$ cat config.mk
export PLATFORM = sky130hd
export DESIGN_NAME = jtlb_search
export DESIGN_NICKNAME = d
export VERILOG_FILES = /design/src/rtl/jtlb_search.sv
export SDC_FILE = /design/constraint.sdc
export NUM_CORES = 2
export LEC_CHECK = 0
export CAP_MARGIN = 20
export CORE_ASPECT_RATIO = 0.5
export CORE_MARGIN = 5
export CORE_UTILIZATION = 62
export CTS_CLUSTER_DIAMETER = 40
export DETAILED_ROUTE_END_ITERATION = 12
export PLACE_DENSITY = 0.8
export SYNTH_ARGS = -nofsm -noshare
export SYNTH_HDL_FRONTEND = slang
export SYNTH_SLANG_ARGS = --single-unit
$ cat constraint.sdc
create_clock -name clk -period 4.27 [get_ports clk]
set_input_delay 0.6405 -clock clk [delete_from_list [all_inputs] [get_ports clk]]
set_output_delay 0.6405 -clock clk [all_outputs]
set_load 0.05 [all_outputs]
$ cat src/rtl/jtlb_search.sv
// jtlb_search: joint instruction-side TLB with ENTRIES even/odd 4 KB page pairs.
// A request is resolved in the accepting step for address-error and unmapped
// addresses. Any other request is searched sequentially, one entry per step,
// and the lowest matching index wins.
//
// Optional feature macro: JTLB_PROBE_EN adds a probe request that reports the
// index of the first matching entry, ignoring valid bits.
//
// Ports:
//   clk, rst_n            clock, asynchronous active-low reset
//   phi2                  step enable; no state changes without it
//   req, va, asid         translation request, sampled at an idle step
//   busy                  search in progress
//   done                  one-step result pulse
//   pa, miss, ade,
//   inval, cache          result, held until the next accept
//   we, windex, wvpn2,
//   wasid, wg, wpfn0/1,
//   wc0/1, wv0/1          entry write port
//   probe, probeidx,
//   probemiss             probe request and result (JTLB_PROBE_EN only)
module jtlb_search #(
  parameter int unsigned ENTRIES = 32
) (
  input  logic        clk,
  input  logic        rst_n,
  input  logic        phi2,
  input  logic        req,
  input  logic [63:0] va,
  input  logic [7:0]  asid,
`ifdef JTLB_PROBE_EN
  input  logic        probe,
  output logic [4:0]  probeidx,
  output logic        probemiss,
`endif
  output logic        busy,
  output logic        done,
  output logic [31:0] pa,
  output logic        miss,
  output logic        ade,
  output logic        inval,
  output logic        cache,
  input  logic        we,
  input  logic [4:0]  windex,
  input  logic [18:0] wvpn2,
  input  logic [7:0]  wasid,
  input  logic        wg,
  input  logic [19:0] wpfn0,
  input  logic [19:0] wpfn1,
  input  logic [2:0]  wc0,
  input  logic [2:0]  wc1,
  input  logic        wv0,
  input  logic        wv1
);

  localparam int unsigned IW = (ENTRIES > 1) ? $clog2(ENTRIES) : 1;

  typedef enum logic [0:0] {StIdle, StSearch} state_e;

  // Entry table
  logic [ENTRIES-1:0] present_q;
  logic [18:0]        e_vpn2_q [ENTRIES];
  logic [7:0]         e_asid_q [ENTRIES];
  logic               e_g_q    [ENTRIES];
  logic [19:0]        e_pfn0_q [ENTRIES];
  logic [19:0]        e_pfn1_q [ENTRIES];
  logic [2:0]         e_c0_q   [ENTRIES];
  logic [2:0]         e_c1_q   [ENTRIES];
  logic               e_v0_q   [ENTRIES];
  logic               e_v1_q   [ENTRIES];

  // Search state and registered outputs
  state_e      state_q, state_d;
  logic [4:0]  idx_q, idx_d;
  logic [31:0] va_q, va_d;
  logic [7:0]  asid_q, asid_d;
  logic        done_q, done_d;
  logic [31:0] pa_q, pa_d;
  logic        miss_q, miss_d;
  logic        ade_q, ade_d;
  logic        inval_q, inval_d;
  logic        cache_q, cache_d;
`ifdef JTLB_PROBE_EN
  logic        probe_q, probe_d;
  logic [4:0]  probeidx_q, probeidx_d;
  logic        probemiss_q, probemiss_d;
`endif

  logic [IW-1:0] widx;
  logic [IW-1:0] sel;
  logic          hit;
  logic [19:0]   sel_pfn;
  logic [2:0]    sel_c;
  logic          sel_v;

  assign widx = windex[IW-1:0];
  assign sel  = idx_q[IW-1:0];

  always_ff @(posedge clk or negedge rst_n) begin
    if (!rst_n) begin
      present_q <= '0;
    end else if (phi2 && we) begin
      present_q[widx] <= 1'b1;
    end
  end

  // Entry payload needs no reset: it is never looked at while present is clear.
  always_ff @(posedge clk) begin
    if (phi2 && we) begin
      e_vpn2_q[widx] <= wvpn2;
      e_asid_q[widx] <= wasid;
      e_g_q[widx]    <= wg;
      e_pfn0_q[widx] <= wpfn0;
      e_pfn1_q[widx] <= wpfn1;
      e_c0_q[widx]   <= wc0;
      e_c1_q[widx]   <= wc1;
      e_v0_q[widx]   <= wv0;
      e_v1_q[widx]   <= wv1;
    end
  end

  // Compare the single entry under the search index against the latched request.
  always_comb begin
    hit     = present_q[sel] && (e_vpn2_q[sel] == va_q[31:13]) &&
              (e_g_q[sel] || (e_asid_q[sel] == asid_q));
    sel_pfn = va_q[12] ? e_pfn1_q[sel] : e_pfn0_q[sel];
    sel_c   = va_q[12] ? e_c1_q[sel]   : e_c0_q[sel];
    sel_v   = va_q[12] ? e_v1_q[sel]   : e_v0_q[sel];
  end

  // Next-state, evaluated as if this clock edge were a step.
  always_comb begin
    state_d = state_q;
    idx_d   = idx_q;
    va_d    = va_q;
    asid_d  = asid_q;
    done_d  = 1'b0;
    pa_d    = pa_q;
    miss_d  = miss_q;
    ade_d   = ade_q;
    inval_d = inval_q;
    cache_d = cache_q;
`ifdef JTLB_PROBE_EN
    probe_d     = probe_q;
    probeidx_d  = probeidx_q;
    probemiss_d = probemiss_q;
`endif

    unique case (state_q)
      StIdle: begin
        if (req) begin
          va_d    = va[31:0];
          asid_d  = asid;
          pa_d    = '0;
          miss_d  = 1'b0;
          ade_d   = 1'b0;
          inval_d = 1'b0;
          cache_d = 1'b0;
`ifdef JTLB_PROBE_EN
          probe_d     = 1'b0;
          probeidx_d  = '0;
          probemiss_d = 1'b0;
`endif
          if (va[63:32] != {32{va[31]}}) begin
            ade_d  = 1'b1;
            done_d = 1'b1;
          end else if (va[31:30] == 2'b10) begin
            pa_d    = {3'b000, va[28:0]};
            cache_d = ~va[29];
            done_d  = 1'b1;
          end else begin
            state_d = StSearch;
            idx_d   = '0;
          end
`ifdef JTLB_PROBE_EN
        end else if (probe) begin
          va_d        = va[31:0];
          asid_d      = asid;
          pa_d        = '0;
          miss_d      = 1'b0;
          ade_d       = 1'b0;
          inval_d     = 1'b0;
          cache_d     = 1'b0;
          probe_d     = 1'b1;
          probeidx_d  = '0;
          probemiss_d = 1'b0;
          state_d     = StSearch;
          idx_d       = '0;
`endif
        end
      end

      StSearch: begin
        if (we) begin
          // Restart so the result always reflects the table after the write.
          idx_d = '0;
`ifdef JTLB_PROBE_EN
        end else if (probe_q && hit) begin
          probeidx_d = idx_q;
          done_d     = 1'b1;
          state_d    = StIdle;
`endif
        end else if (hit) begin
          if (sel_v) begin
            pa_d    = {sel_pfn, va_q[11:0]};
            cache_d = (sel_c != 3'b010);
          end else begin
            inval_d = 1'b1;
            pa_d    = '0;
          end
          done_d  = 1'b1;
          state_d = StIdle;
        end else if (idx_q == 5'(ENTRIES - 1)) begin
`ifdef JTLB_PROBE_EN
          if (probe_q) begin
            probemiss_d = 1'b1;
          end else begin
            miss_d = 1'b1;
            pa_d   = '0;
          end
`else
          miss_d = 1'b1;
          pa_d   = '0;
`endif
          done_d  = 1'b1;
          state_d = StIdle;
        end else begin
          idx_d = idx_q + 5'd1;
        end
      end

      default: state_d = StIdle;
    endcase
  end

  always_ff @(posedge clk or negedge rst_n) begin
    if (!rst_n) begin
      state_q <= StIdle;
      idx_q   <= '0;
      va_q    <= '0;
      asid_q  <= '0;
      done_q  <= 1'b0;
      pa_q    <= '0;
      miss_q  <= 1'b0;
      ade_q   <= 1'b0;
      inval_q <= 1'b0;
      cache_q <= 1'b0;
`ifdef JTLB_PROBE_EN
      probe_q     <= 1'b0;
      probeidx_q  <= '0;
      probemiss_q <= 1'b0;
`endif
    end else if (phi2) begin
      state_q <= state_d;
      idx_q   <= idx_d;
      va_q    <= va_d;
      asid_q  <= asid_d;
      done_q  <= done_d;
      pa_q    <= pa_d;
      miss_q  <= miss_d;
      ade_q   <= ade_d;
      inval_q <= inval_d;
      cache_q <= cache_d;
`ifdef JTLB_PROBE_EN
      probe_q     <= probe_d;
      probeidx_q  <= probeidx_d;
      probemiss_q <= probemiss_d;
`endif
    end
  end

  assign busy  = (state_q == StSearch);
  assign done  = done_q;
  assign pa    = pa_q;
  assign miss  = miss_q;
  assign ade   = ade_q;
  assign inval = inval_q;
  assign cache = cache_q;
`ifdef JTLB_PROBE_EN
  assign probeidx  = probeidx_q;
  assign probemiss = probemiss_q;
`endif

endmodule
==> out/metrics.cfg <==
[power_and_ir_drop]
ir_worst_vdd_mv=0.436
p_leak_nw=34.5
p_per_area_nw_per_um2=445

[die]
rows=102
core_area_um2=156000
die_h_um=290
pin_count=196
die_x_um=571
start_util_pct=62.7
dieArea_um2=166000

[detailed_routing]
wire_per_inst_um=40.7
initialDrtViolationCount=9339
drc=0
vias_per_cell=7.41
drt-total-wl_um=281000
ant_nets=0
num_vias=51300
drt-pass1-iter-count=7

[layout]
nets=4803
nFillCells=8157
final_cell_area_um2=111000
multiInputGateArea_um2=20700
final_cells=6917
final_util_pct=71.2
drive_above_1_share_pct=27.6
seqCellArea_um2=75900
synthToLayoutAreaGrowth_pct=13.6

[synthesis]
synth_top_area_share_pct=74.9
synthCells=4226
yosysSeqAreaShare_pct=77.8
synth_common_cells=2,432 x edfxtp_1, 639 x mux4_2, 115 x dfrtp_1
syn_area_per_cell_um2=23.1
ys.flop_type=edfxtp_1
netlist_area_um2=97500
synthArstFlopShare_pct=4.52
yosysUniqueCellTypes=72
syn_nets=4386
synthTopCellsByArea=edfxtp_1 75%, mux4_2 15%, dfrtp_1 3.0%, mux2i_1 0.89%, mux2_2 0.82%
synth-warning-count=0
synth_seq_cells=2547
synth_edf_count=2432
synth_most_common_cell=edfxtp_1
yosysTopAreaCell=edfxtp_1

[worst_setup_path]
critPathRequiredTime_ns=4.98
cp-start-kind=flop
end_kind=flop
worstSetupPathType=flop to flop
timing.reg2reg.setup_slack_ns=0.08
crit_path_max_fanout=24
worstPathArrival_ns=4.90

[cts]
cts.sinks=2547
htreeDepth=4
insertion_delay_ns=0.87
cts_buffers=206
cts_root_buf=clkbuf_16
cts_buffer_depth=3
cts.clk_slew.worst_paths_ns=0.07
cts_tree=built

[global_route]
overflow=0
grt_util_met3_pct=9.00
grt_max_degree=110
grt_pass1_wl_um=386000
grt_usage_pct=33.2
grtUsageMet2_pct=50.8
grt_pass1_vias=51400
antenna_found_initial=28
busiest_layer=met2
grt_use_met1_pct=45.8

[flow_run]
max_cap_violations=0

[min_path]
hold_class=primary input to flop

[place]
globalplace.congestion=0.859
dp_cells=6497
hpwl_um=135000
place_area_um2=104000
portBuffers=195

[sta]
grt_setup_unrepaired=false
tightestPinTransition_ns=1.39
fin_setup_tns_ns=0
setup_violations=0
whs_ns=0.425
slew_headroom_pct=7.04
fin_crit_ns=4.19
finalHoldViolations=0
finalCritPeriodShare_pct=98.1
fin_skew_ns=0.0687
fmax_mhz=239
finalMaxSlewViolations=0

[outcome]
status=complete, no violations

critical path, stage by stage, from the launching register on:
cell	delay, ns
dfrtp_4	0.52
buf_12	0.20
buf_4	0.33
mux4_2	0.35
and2_1	0.17
a211oi_1	0.56
o311ai_0	0.40
nand2_1	0.15
or3_1	0.11
and4b_1	0.19
nor2b_4	0.15
o31ai_4	0.28
buf_12	0.23
mux2_2	0.39
metal layers:
metal,part of all wire [%],wire length (um)
met2,48,134000
met1,32,90100
met5,0.038,108
met3,15,42400
met4,5.3,14900
sequential cells by signal, summed over array words and instances, names as in the netlist, 8 cells and up:
signal / flops
asid_q: 8
e_v1_q: 32
e_pfn0_q: 640
e_c0_q: 96
e_v0_q: 32
present_q: 32
e_asid_q: 256
pa: 32
e_g_q: 32
va_q: 32
e_c1_q: 96
e_pfn1_q: 640
e_vpn2_q: 608
cell type report:
cell class	instances	area share, %
inverters	13	0.0486
diodes	21	0.0474
repair buffers	422	4.35
multi-input cells	1453	18.7
flip-flops and latches	2547	68.5
clock inverters	108	0.892
well taps	2080	2.35
clock buffers	273	5.11
metrics by stage:
step	total power, mW	setup WS (ns)
global route	50.6	0.0116
global placement	30.2	0.114
detailed placement	30.3	0.0609
finish	49.3	0.0816
floorplan	29.3	-0.914
CTS	49.1	0.0286
placed cells by master (no fill, tap or decap), types with 25 or more instances in the layout:
cell type        instances
edfxtp_1              2432
mux4_2                 639
clkbuf_16              212
clkdlybuf4s50_1        194
buf_4                  134
dfrtp_1                109
mux2i_1                 87
buf_12                  80
mux2_2                  71
nand2_1                 56
nor4b_1                 46
clkbuf_1                45
a21oi_1                 44
a22o_1                  40
clkinv_1                37
or2_2                   35
nor2_1                  34
clkinv_2                34
nor2_4                  32
a22oi_1                 31
o22ai_1                 27
nand3_1                 26
a211oi_1                25
path summary, 6_finish.rpt:
path	to	cells after the start	startpoint
setup / recovery	pa[14]	13	idx_q[1]
hold / removal	asid_q[6]	2	asid[6]
setup reg to reg	pa[14]	13	idx_q[1]
hold reg to reg	present_q[13]	1	present_q[13]
max in group asynchronous	idx_q[2]	3	rst_n
min in group asynchronous	asid_q[5]	2	rst_n
power breakdown:
part | internal, mW | switching [mW]
logic | 0.902 | 1.20
registers | 27.6 | 0.211
clock network | 10.2 | 9.17
total | 38.7 | 10.6
logic make-up (layout without fill, tap and decap cells):
logic type                 count (synthesis)  count (layout)  share of synthesized area [%]
xor gates and xnor gates                  21              21                          0.189
AOI/OAI and AO/OA                        262             262                           1.96
other                                      0              21                              0
and+or+nand+nor                          359             359                           2.13
DFF                                     2547            2547                           77.8
adders and majority gates                  2               2                         0.0257
muxes                                    809             809                           16.6
buffers and inverters                    226             816                           1.27
repair_timing:
item / 4_1_cts / 5_1_grt
hold buffers: 1 / 0
endpoints found under the setup margin: 0 / 40
setup buffers: 0 / 7
resized for setup: 0 / 5
endpoints found under the hold margin: 60 / 0
(Power assumes the default switching activity.)
